==> src/rtl/prog_seq_pkg.sv <==
// Shared opcode encodings and default sizing for the program sequencer.
package prog_seq_pkg;

  localparam int PC_W_DEF        = 12;
  localparam int STACK_DEPTH_DEF = 4;
  localparam int INT_VECTOR_DEF  = 'h004;

  localparam logic [2:0] OP_SEQ    = 3'b000;
  localparam logic [2:0] OP_BRANCH = 3'b001;
  localparam logic [2:0] OP_CALL   = 3'b010;
  localparam logic [2:0] OP_RET    = 3'b011;
  localparam logic [2:0] OP_PUSH   = 3'b100;
  localparam logic [2:0] OP_POP    = 3'b101;

  // Reserved encodings 110/111 behave exactly like SEQ.
  function automatic logic is_seq_class(input logic [2:0] op);
    return (op == OP_SEQ) || (op[2:1] == 2'b11);
  endfunction

endpackage

==> src/rtl/program_sequencer_hw_stack.sv <==
// Shift-register return stack: push shifts down, pop shifts up and the bottom
// entry duplicates. Overflow drops the oldest entry; underflow still shifts.
module hw_stack #(
  parameter int W     = 12,
  parameter int DEPTH = 4,
  parameter int DW    = 3
) (
  input  logic          clk,
  input  logic          rst_n,
  input  logic          push,
  input  logic          pop,
  input  logic [W-1:0]  din,
  output logic [W-1:0]  top,
  output logic [DW-1:0] depth,
  output logic          ovf_evt,
  output logic          unf_evt
);

  logic [W-1:0]  stk_q [DEPTH];
  logic [DW-1:0] depth_q;

  assign top     = stk_q[0];
  assign depth   = depth_q;
  assign ovf_evt = push && (depth_q == DW'(DEPTH));
  assign unf_evt = pop && (depth_q == '0);

  always_ff @(posedge clk) begin
    if (!rst_n) begin
      for (int i = 0; i < DEPTH; i++) stk_q[i] <= '0;
      depth_q <= '0;
    end else if (push) begin
      stk_q[0] <= din;
      for (int i = 1; i < DEPTH; i++) stk_q[i] <= stk_q[i-1];
      if (!ovf_evt) depth_q <= depth_q + DW'(1);
    end else if (pop) begin
      for (int i = 0; i < DEPTH - 1; i++) stk_q[i] <= stk_q[i+1];
      if (!unf_evt) depth_q <= depth_q - DW'(1);
    end
  end

endmodule

==> src/rtl/program_sequencer.sv <==
// Program counter and return-stack control. Optional interrupt entry is built
// only when PROG_SEQ_INT_EN is defined.
module program_sequencer
  import prog_seq_pkg::*;
#(
  parameter int              PC_W        = PC_W_DEF,
  parameter int              PC_STEP     = 2,
  parameter int              STACK_DEPTH = STACK_DEPTH_DEF,
  parameter logic [PC_W-1:0] INT_VECTOR  = PC_W'(INT_VECTOR_DEF)
) (
  input  logic            clk,
  input  logic            reset_n,
  input  logic            stall,
  input  logic [2:0]      op,
  input  logic            cond,
  input  logic [PC_W-1:0] target,
  input  logic [PC_W-1:0] push_data,
  input  logic            clr_flags,
  input  logic            int_req,
  input  logic            eint,
  input  logic            dint,
  output logic [PC_W-1:0] pc,
  output logic [PC_W-1:0] stack_top,
  output logic [2:0]      stack_depth,
  output logic            stk_ovf,
  output logic            stk_unf
);

  logic [PC_W-1:0] pc_q, pc_d, seq, tgt, stk_din, stk_top;
  logic            stk_push, stk_pop, ovf_evt, unf_evt, take_int;
  logic            ovf_q, unf_q;

`ifdef PROG_SEQ_INT_EN
  logic pend_q, ien_q;

  assign take_int = !stall && pend_q && ien_q && is_seq_class(op);

  // Pending keeps latching under stall; the enable flag is frozen with the rest.
  always_ff @(posedge clk) begin
    if (!reset_n) begin
      pend_q <= 1'b0;
      ien_q  <= 1'b0;
    end else begin
      pend_q <= int_req | (pend_q & ~take_int);
      if (!stall) begin
        if (dint || take_int) ien_q <= 1'b0;
        else if (eint)        ien_q <= 1'b1;
      end
    end
  end
`else
  logic unused_int_inputs;
  assign unused_int_inputs = ^{int_req, eint, dint};
  assign take_int = 1'b0;
`endif

  always_comb begin
    seq = pc_q + PC_W'(PC_STEP);
    tgt = target;
    if (PC_STEP == 2) tgt[0] = 1'b0;
    stk_push = 1'b0;
    stk_pop  = 1'b0;
    stk_din  = seq;
    pc_d     = pc_q;
    if (!stall) begin
      if (take_int) begin
        stk_push = 1'b1;
        pc_d     = INT_VECTOR;
      end else begin
        case (op)
          OP_BRANCH: pc_d = cond ? tgt : seq;
          OP_CALL: begin
            stk_push = 1'b1;
            pc_d     = tgt;
          end
          // Underflowing RET still jumps to whatever the top holds.
          OP_RET: begin
            stk_pop = 1'b1;
            pc_d    = stk_top;
          end
          OP_PUSH: begin
            stk_push = 1'b1;
            stk_din  = push_data;
            pc_d     = seq;
          end
          OP_POP: begin
            stk_pop = 1'b1;
            pc_d    = seq;
          end
          default: pc_d = seq;
        endcase
      end
    end
  end

  hw_stack #(
    .W     (PC_W),
    .DEPTH (STACK_DEPTH),
    .DW    (3)
  ) u_stack (
    .clk     (clk),
    .rst_n   (reset_n),
    .push    (stk_push),
    .pop     (stk_pop),
    .din     (stk_din),
    .top     (stk_top),
    .depth   (stack_depth),
    .ovf_evt (ovf_evt),
    .unf_evt (unf_evt)
  );

  // A new error event beats a simultaneous clear.
  always_ff @(posedge clk) begin
    if (!reset_n) begin
      pc_q  <= '0;
      ovf_q <= 1'b0;
      unf_q <= 1'b0;
    end else if (!stall) begin
      pc_q  <= pc_d;
      ovf_q <= ovf_evt | (ovf_q & ~clr_flags);
      unf_q <= unf_evt | (unf_q & ~clr_flags);
    end
  end

  assign pc        = pc_q;
  assign stack_top = stk_top;
  assign stk_ovf   = ovf_q;
  assign stk_unf   = unf_q;

endmodule

==> config.mk <==
export PLATFORM = sky130hd
export DESIGN_NAME = program_sequencer
export DESIGN_NICKNAME = d
export VERILOG_FILES = /design/src/rtl/prog_seq_pkg.sv /design/src/rtl/program_sequencer_hw_stack.sv /design/src/rtl/program_sequencer.sv
export SDC_FILE = /design/constraint.sdc
export NUM_CORES = 1
export LEC_CHECK = 0
export ABC_CLOCK_PERIOD_IN_PS = 2400
export BUFFER_PORTS_ARGS = -buffer_cell sky130_fd_sc_hd__buf_2
export CAP_MARGIN = 10
export CORE_AREA = 2 2 82 84
export CTS_BUF_LIST = sky130_fd_sc_hd__clkbuf_4 sky130_fd_sc_hd__clkbuf_8 sky130_fd_sc_hd__clkbuf_16
export CTS_CLUSTER_DIAMETER = 60
export DETAILED_ROUTE_END_ITERATION = 16
export DIE_AREA = 0 0 84 86
export PLACE_DENSITY = 0.76
export SLEW_MARGIN = 20
export SYNTH_ARGS = -nofsm -noshare
export SYNTH_HDL_FRONTEND = slang
export SYNTH_SLANG_ARGS = --single-unit
==> constraint.sdc <==
create_clock -name clk -period 2.4 [get_ports clk]
set_input_delay 0.48 -clock clk [delete_from_list [all_inputs] [get_ports clk]]
set_output_delay 0.48 -clock clk [all_outputs]
set_load 0.005 [all_outputs]
# Word-level counts from Yosys, hierarchy flattened
# Memories as Yosys holds them, arrays and structs flattened.
# Cells that the tools add are included.
classes:
  n_addsub: 3
  n_eq_ne: 8
  mux: 27
  bitwise: 12
  reduce_logical: 7
ops:
  columns: ["cell", "n"]
  rows:
  - ["$mux W12", 10]
  - ["$pmux W12 S3", 1]
  - ["$add A12 B2 Y12 const B", 1]
  - ["$mux W1", 12]
  - ["$mux W3", 4]
  - ["$eq A3 B3 Y1 const B", 3]
  - ["$or A1 B1 Y1", 9]
  - ["$eq A3 B2 Y1 const B", 2]
  - ["$reduce_or A2 Y1", 2]
  - ["$add A3 B1 Y3 const B", 1]
  - ["$eq A3 B1 Y1 const B", 1]
  - ["$logic_not A3 Y1", 1]
  - ["$reduce_and A3 Y1", 1]
  - ["$sub A3 B1 Y3 const B", 1]
  - ["$and A1 B1 Y1", 2]
  - ["$logic_and A1 B1 Y1", 2]
  - ["$ne A2 B1 Y1 const B", 1]
  - ["$ne A2 B2 Y1 const B", 1]
  - ["$reduce_bool A2 Y1", 1]
  - ["$not A1 Y1", 1]
totals:
  register_bits: 17
  ram_bits: 48
  output_inout_bits: 29
  mem_count: 1
memory_table:
  columns: ["name", "words", "width", "rd", "rd_clocked_by_memory_dff", "wr", "line_no", "source"]
  rows:
  - ["u_stack.stk_q", 4, 12, 4, 0, 4, "program_sequencer_hw_stack.sv:19", "logic [W-1:0] stk_q [DEPTH];"]

# Logic depth before layout (Yosys ltp)
# Gate-level depths: netlist of run 1.
depth:
  depth_word: 9
  mapped_depth: 8
  mapped_depth_nobuf: 7

# Hierarchy
# A second synthesis of run 1 with hierarchy kept.
hier_totals:
  hier_cells: 301
  area_unflattened_um2: 3323.2
modules_own_cells:
  columns: ["module", "n_inst", "cells_per_inst", "area_each_um2", "seq_area_each_um2"]
  rows:
  - ["hw_stack", 1, 140, 2128.3, 1501.4]
  - ["program_sequencer", 1, 161, 1194.9, 280.3]

# Worst setup path before layout of run 1
# OpenSTA, ideal clock, no wires.
synth_path:
  path_type: "input to register"
  start: "input port op[0]"
  end: "register u_stack.depth_q[2] (netlist: u_stack.depth[2])"
  arrival_time_ns: 2.101
  required_ns: 2.341
  slack_ns: 0.240
  cell_stages: 8
  n_path_buf: 2
  path_cell_list: "buf_2 buf_1 or3_1 fa_1 nor2b_1 o21ai_0 a21oi_1 o211a_1"
synth_via:
  elab_chain_cells: 7
  elab_cells_between_ends: 17
synth_lines:
  columns: ["element", "line_no", "source"]
  rows:
  - ["start, declared", "program_sequencer.sv:14", "input logic [2:0] op,"]
  - ["$eq A3 B2 Y1 or $eq A3 B3 Y1 (tied branches)", "program_sequencer.sv:70", "case (op)"]
  - ["$reduce_or A2 Y1 (no source line)", null, null]
  - ["$mux W1", "program_sequencer.sv:70", null]
  - ["$mux W1", "program_sequencer.sv:65", "if (!stall) begin"]
  - ["$logic_and A1 B1 Y1, on equally long branches", "program_sequencer_hw_stack.sv:25, program_sequencer_hw_stack.sv:24", null]
  - ["$ne A2 B1 Y1 (no source line) or $ne A2 B2 Y1 (tied branches)", null, null]
  - ["$reduce_and A3 Y1 (no source line)", null, null]
  - ["end signal, assigned", "program_sequencer_hw_stack.sv:34", "if (!ovf_evt) depth_q <= depth_q + DW'(1);"]
  - ["end signal, assigned", "program_sequencer_hw_stack.sv:37", "if (!unf_evt) depth_q <= depth_q - DW'(1);"]
  - ["end, declared", "program_sequencer_hw_stack.sv:20", "logic [DW-1:0] depth_q;"]
# Parallel ways exist; a longest one is shown, timed or not.
# A chain may end at the register's enable or synchronous reset.

# Worst setup path after layout of run 1
layout_path:
  start: "input port op[1]"
  end: "register u_stack.depth_q[2] (netlist: u_stack.depth[2])"
# Same word-level chain as after synthesis.

==> flow_metrics.env, run 1 <==
export IMPL_grt_ovfl_total=0
export IMPL_max_slew_margin_pct=69.0
export IMPL_cp_slowest_stage_delay_ns=0.39
export IMPL_place_gp_congestion=0.776
export IMPL_syn_nets=344
export IMPL_worstPathRequired_ns=2.70
export IMPL_drt_iter0_markers=239
export IMPL_cap_violations=0
export IMPL_grt_max_degree=46
export IMPL_synth_main_ff_cell="edfxtp_1"
export IMPL_grtUsageTotal_pct=23.5
export IMPL_clock_insertion_delay_worst_skew_ns=0.34
export IMPL_async_reset_ff_share_pct=0
export IMPL_fin_skew_ns=0.00514
export IMPL_leakagePower_nw=1.58
export IMPL_synth_edf_count=48
export IMPL_port_buffers=59
export IMPL_critical_path_top_delay_family="simple AND/OR/NAND/NOR gates"
export IMPL_powerDensity_nw_per_um2=686
export IMPL_synth_area_leaders="edfxtp_1, dfxtp_1, a22o_1"
export IMPL_cp_start_kind="input port"
export IMPL_vias=2672
export IMPL_holdBufCountCts=0
export IMPL_status="completed"
export IMPL_route_detailed_wl_per_inst_um=19.1
export IMPL_synth_top_area_share_pct=42.0
export IMPL_nFillCells=501
export IMPL_clk_path_buf_depth=2
export IMPL_first_pass_iters=6
export IMPL_grt_antenna_before_repair=0
export IMPL_clk_pin_slew_ns=0.08
export IMPL_finalHoldViolations=0
export IMPL_synth_seq_cells=65
export IMPL_seq_area_um2=1780
export IMPL_final_layout_size_suffix_gt1_share_pct=27.9
export IMPL_area_growth_pct=14.1
export IMPL_cts_resized_gates=0
export IMPL_die_w_um=84
export IMPL_via_per_inst=6.13
export IMPL_synth_warnings=0
export IMPL_drc_errors=0
export IMPL_core_um2=6280
export IMPL_path_depth=8
export IMPL_cp_data_arrival_time_ns=2.11
export IMPL_dieArea_um2=7220
export IMPL_fmax_ghz=0.552
export IMPL_nets=391
export IMPL_root_buffer="clkbuf_8"
export IMPL_yosysMostFrequentCell="edfxtp_1"
export IMPL_start_util_pct=54.7
export IMPL_cp_slowest_cell="fa_1"
export IMPL_grt_pass1_wl_um=12900
export IMPL_cp_end_kind="flop"
export IMPL_cts_buffers=9
export IMPL_worstRegToRegCells=5
export IMPL_num_antenna_cells=0
export IMPL_cts_tree="done"
export IMPL_setup_violations=0
export IMPL_synth_area_um2=3430
export IMPL_boundaryPins=64
export IMPL_synth_cells=307
export IMPL_cts_max_level=3
export IMPL_place_hpwl_um=5630
export IMPL_rsz0062_at_grt="false"
export IMPL_cts_sinks=65
export IMPL_tns_ns=0
export IMPL_crit_fanout=10
export IMPL_synth_common_cells="edfxtp_1, a22o_1, nand2_1, o21ai_0, dfxtp_1"
export IMPL_avgSynthCellArea_um2=11.2
export IMPL_grt_pass1_vias=2454
export IMPL_cp_num_buf_inv=1
export IMPL_die_h_um=86
export IMPL_finalCriticalPeriod_ns=1.81
export IMPL_ant_nets=0
export IMPL_hold_path_class="input port to flop"
export IMPL_finalCritPeriodShare_pct=75.5
export IMPL_wl_um=8350
export IMPL_hold_ws_ns=0.392
export IMPL_worstHoldPathCells=3
export IMPL_multi_input_area_um2=1410
export IMPL_ys_seq_area_share_pct=51.9
export IMPL_worstMarginPinSlew_ns=0.463
export IMPL_peakVddDrop_v=0.000419
export IMPL_path_cells="buf_2 -> xnor2_2 -> or3_1 -> fa_1 -> nor2b_1 -> o21ai_0 -> a21oi_1 -> o211a_1"
export IMPL_cts_setup_buffers=0
export IMPL_drv_slew=0
export IMPL_synth_area_leader_cell="edfxtp_1"
export IMPL_rows=29
export IMPL_ys_types=59
export IMPL_setup_worst_path_class="input port to flop"
==> sequential cells by signal (all words and copies together), names as in the netlist <==
signal and count:
pc 12, stk_ovf 1, stk_unf 1, u_stack.depth 3, u_stack.stk_q 48
==> per-layer routing <==
| layer | vias up | global-route usage [%] | routed length [µm] |
|---|---|---|---|
| met5 | - | 0 | 0 |
| met3 | 11 | 4.33 | 640 |
| met4 | 0 | 9.24 | 107 |
| met2 | 135 | 36.1 | 3860 |
| met1 | 1274 | 33.2 | 3740 |
| li1 | 1252 | - | - |
==> cells in the final DEF, fill, tap and decap left out, types with 9 or more instances in the layout <==
cell type,synthesis,final
buf_2,6,59
edfxtp_1,48,48
a22o_1,27,27
nand2_1,22,22
o21ai_0,22,22
dfxtp_1,17,17
nor2_1,13,13
and2_1,13,13
a21oi_1,11,11
clkbuf_8,1,9
buf_4,14,9
==> worst min-delay path: stages <==
cell,delay [ns]
buf_2,0.10
nand2_1,0.05
a21oi_1,0.05
==> power breakdown <==
part           switching [W]  total [W]  internal [W]
Clock               0.000451    0.00104      0.000584
Combinational       0.000168   0.000297      0.000129
Sequential         0.0000681    0.00136       0.00129
Total               0.000687    0.00269       0.00200
==> final cells by class <==
| cell class | count | share of cell area [%] |
|---|---|---|
| clock inverter | 7 | 2.43 |
| multi-input combinational | 204 | 35.8 |
| tap | 77 | 2.46 |
| inverter | 4 | 0.383 |
| sequential | 65 | 45.5 |
| timing repair buffer | 70 | 10.3 |
| clock buffer | 9 | 3.16 |
==> final timing paths <==
kind,startpoint,endpoint,slack (ns)
min reg2reg,stk_ovf$_SDFFE_PN0N_,stk_ovf$_SDFFE_PN0N_,0.47
max reg2reg,pc[2]$_SDFFE_PN0N_,pc[11]$_SDFFE_PN0N_,0.62
max,op[1],u_stack.depth[2]$_SDFFE_PN0P_,0.59
min,target[3],pc[3]$_SDFFE_PN0N_,0.39
==> per-stage QoR <==
| step | setup WS, ns | power (W) | utilization [%] | cell area (µm²) | cells |
|---|---|---|---|---|---|
| after floorplan | 0.240 | 0.00156 | - | 3430 | 307 |
| after global placement | 0.296 | 0.00166 | 59.0 | 3700 | 420 |
| after detailed placement | 0.236 | 0.00167 | 59.0 | 3700 | 420 |
| after CTS | 0.593 | 0.00269 | 62.4 | 3920 | 436 |
| after global routing | 0.487 | 0.00278 | 62.4 | 3920 | 436 |
| final | 0.587 | 0.00269 | 62.4 | 3920 | 436 |
==> cell families after synthesis <==
kind of cell | count (synthesis) | share of synthesized area (%)
AOI/OAI and AO/OA | 98 | 20.9
xor gates and xnor gates | 8 | 2.26
adders and majority gates | 2 | 0.947
buffers and inverters | 38 | 7.39
DFF | 65 | 51.9
muxes | 5 | 1.57
and+or+nand+nor | 91 | 15.1
(Power assumes the default switching activity.)
==> run 2, diff against run 1 <==
--- a/config.mk
+++ b/config.mk
@@ -5,15 +5,15 @@
 export SDC_FILE = /design/constraint.sdc
 export NUM_CORES = 1
 export LEC_CHECK = 0
-export ABC_CLOCK_PERIOD_IN_PS = 2400
+export ABC_CLOCK_PERIOD_IN_PS = 1580
 export BUFFER_PORTS_ARGS = -buffer_cell sky130_fd_sc_hd__buf_2
 export CAP_MARGIN = 10
-export CORE_AREA = 2 2 82 84
+export CORE_AREA = 2 2 86 88
 export CTS_BUF_LIST = sky130_fd_sc_hd__clkbuf_4 sky130_fd_sc_hd__clkbuf_8 sky130_fd_sc_hd__clkbuf_16
 export CTS_CLUSTER_DIAMETER = 60
 export DETAILED_ROUTE_END_ITERATION = 16
-export DIE_AREA = 0 0 84 86
-export PLACE_DENSITY = 0.76
+export DIE_AREA = 0 0 88 90
+export PLACE_DENSITY = 0.73
 export SLEW_MARGIN = 20
 export SYNTH_ARGS = -nofsm -noshare
 export SYNTH_HDL_FRONTEND = slang
==> constraint.sdc (replaced) <==
create_clock -name clk -period 1.58 [get_ports clk]
set_input_delay 0.316 -clock clk [delete_from_list [all_inputs] [get_ports clk]]
set_output_delay 0.316 -clock clk [all_outputs]
set_load 0.005 [all_outputs]
==> run 2 against run 1 <==
Net effect:
- count of clock-buffer cells in the layout unchanged
- sequential power up 50%
- critical path depth decreased by 4
- via count is 3.4% higher
- setup slack got worse by 0.52 ns
- sequential share of layout area fell by 3.7 points
- wire length rose by 1.3%
- largest cell class unchanged
- highest routed layer unchanged
==> flow_metrics.env, run 2 (synthesized netlist as in run 1, its figures left out) <==
export IMPL_status="completed"
export IMPL_cap_violations=0
export IMPL_final_common_cell="buf_2"
export IMPL_largest_reg_flops=48
export IMPL_crit_fanout=4
export IMPL_setup_worst_path_class="flop to flop"
export IMPL_cts_sinks=65
export IMPL_endpoint="pc[10]$_SDFFE_PN0N_"
export IMPL_clk_path_buf_depth=2
export IMPL_worstHoldPathCells=3
export IMPL_num_antenna_cells=0
export IMPL_finalHoldViolations=0
export IMPL_holdBufCountCts=0
export IMPL_p_sw_share_pct=26.2
export IMPL_start_util_pct=48.9
export IMPL_p_int_w=0.00296
export IMPL_die_h_um=90
export IMPL_worstPathRequired_ns=1.85
export IMPL_cp_end_kind="flop"
export IMPL_drc_errors=0
export IMPL_nets=428
export IMPL_port_buffers=59
export IMPL_boundaryPins=64
export IMPL_fin_area_um2=4270
export IMPL_cp_data_arrival_time_ns=1.79
export IMPL_dieArea_um2=7920
export IMPL_worstRegToRegCells=4
export IMPL_grtUsageTotal_pct=22.1
export IMPL_fin_skew_ns=0.00812
export IMPL_via_per_inst=5.58
export IMPL_place_area_um2=4060
export IMPL_setup_violations=0
export IMPL_p_seq_share_pct=51.0
export IMPL_power_switching_w=0.00105
export IMPL_leakagePower_nw=1.77
export IMPL_finalCritPeriodShare_pct=96.0
export IMPL_clock_insertion_delay_worst_skew_ns=0.34
export IMPL_min_delay_start="target[3]"
export IMPL_grt_antenna_before_repair=0
export IMPL_grt_max_degree=36
export IMPL_final_cell_mix="buf_2, edfxtp_1, buf_4"
export IMPL_wl_um=8450
export IMPL_final_layout_size_suffix_gt1_share_pct=36.9
export IMPL_fmax_ghz=0.659
export IMPL_finalCriticalPeriod_ns=1.52
export IMPL_cts_tree="done"
export IMPL_ant_nets=0
export IMPL_worstMarginPinSlew_ns=0.396
export IMPL_first_pass_iters=5
export IMPL_rsz0062_at_grt="false"
export IMPL_grt_pass1_wl_um=13200
export IMPL_r2r_slack_ns=0.06
export IMPL_route_detailed_wl_per_inst_um=17.1
export IMPL_setup_ws_ns=0.0625
export IMPL_cts_buffers=9
export IMPL_drt_iter0_markers=209
export IMPL_startpoint="pc[7]$_SDFFE_PN0N_"
export IMPL_area_growth_pct=24.4
export IMPL_finalNonFillerCells=495
export IMPL_grt_pass1_vias=2539
export IMPL_top_register="u_stack.stk_q"
export IMPL_p_comb_share_pct=14.1
export IMPL_crit_reg2reg_launch="pc[7]$_SDFFE_PN0N_"
export IMPL_dp_cells=478
export IMPL_hold_path_class="input port to flop"
export IMPL_r2r_end="pc[10]$_SDFFE_PN0N_"
export IMPL_place_gp_congestion=0.874
export IMPL_tns_ns=0
export IMPL_die_w_um=88
export IMPL_clockPowerShare_pct=34.9
export IMPL_vias=2762
export IMPL_cts_max_level=3
export IMPL_root_buffer="clkbuf_8"
export IMPL_pre_cts_ws_ns=-0.309
export IMPL_clk_pin_slew_ns=0.08
export IMPL_nFillCells=590
export IMPL_drv_slew=0
export IMPL_peakVddDrop_v=0.000492
export IMPL_place_hpwl_um=6230
export IMPL_core_um2=7020
export IMPL_rows=31
export IMPL_total_power_w=0.00401
export IMPL_powerDensity_nw_per_um2=938
export IMPL_cp_start_kind="flop"
export IMPL_max_slew_margin_pct=73.6
export IMPL_grt_ovfl_total=0
## run 2: cell types whose count changed in the layout (fill, tap and decap cells not counted), sizes merged
cell,delta
buf,+37
bufinv,-1
inv,+1
## run 2: repair_timing
item,CTS,global route
gates resized for setup,0,3
setup buffers,0,1
setup endpoints to repair,0,5
## run 2: worst min-delay path by stage
stage               slack, ns              endpoint
CTS                      0.21    pc[3]$_SDFFE_PN0N_
global placement         0.45  stk_ovf$_SDFFE_PN0N_
floorplan                0.45    pc[3]$_SDFFE_PN0N_
detailed placement       0.46  stk_ovf$_SDFFE_PN0N_
finish                   0.23    pc[3]$_SDFFE_PN0N_
global route             0.23    pc[3]$_SDFFE_PN0N_
## run 2: through the flow
stage	hold slack, ns	util (%)
final	0.231	60.9
after global routing	0.235	60.9
after CTS	0.214	60.6
after detailed placement	0.460	57.9
after global placement	0.447	57.9
after floorplan	0.455	-
## run 2: critical path: stages, from the launching register on
cell     delay, ns
dfxtp_1       0.33
and4_4        0.24
or3b_4        0.40
o311a_1       0.33
o22ai_1       0.14
## run 2: power groups by stage
stage                     Clock [W]  Combinational, W  Sequential, W
after floorplan                   0          0.000324        0.00206
after global placement            0          0.000552        0.00207
after detailed placement          0          0.000562        0.00207
after CTS                   0.00142          0.000564        0.00204
after global routing        0.00148          0.000620        0.00205
final                       0.00140          0.000565        0.00204
## run 2: layout make-up
type | count | area [µm²] | area share, %
clock buffer | 9 | 124 | 2.90
clock inverter | 7 | 70.1 | 1.64
multi-input combinational | 204 | 1440 | 33.6
timing repair buffer | 107 | 718 | 16.8
tap | 99 | 124 | 2.90
inverter | 4 | 15.0 | 0.351
sequential | 65 | 1790 | 41.8
## run 2: metal layers
| metal | GRT usage, % | vias to the layer above | wire (µm) |
|---|---|---|---|
| li1 | - | 1335 | - |
| met1 | 33.5 | 1304 | 3950 |
| met2 | 31.3 | 112 | 3830 |
| met3 | 5.14 | 11 | 564 |
| met4 | 7.18 | 0 | 111 |
| met5 | 0 | - | 0 |
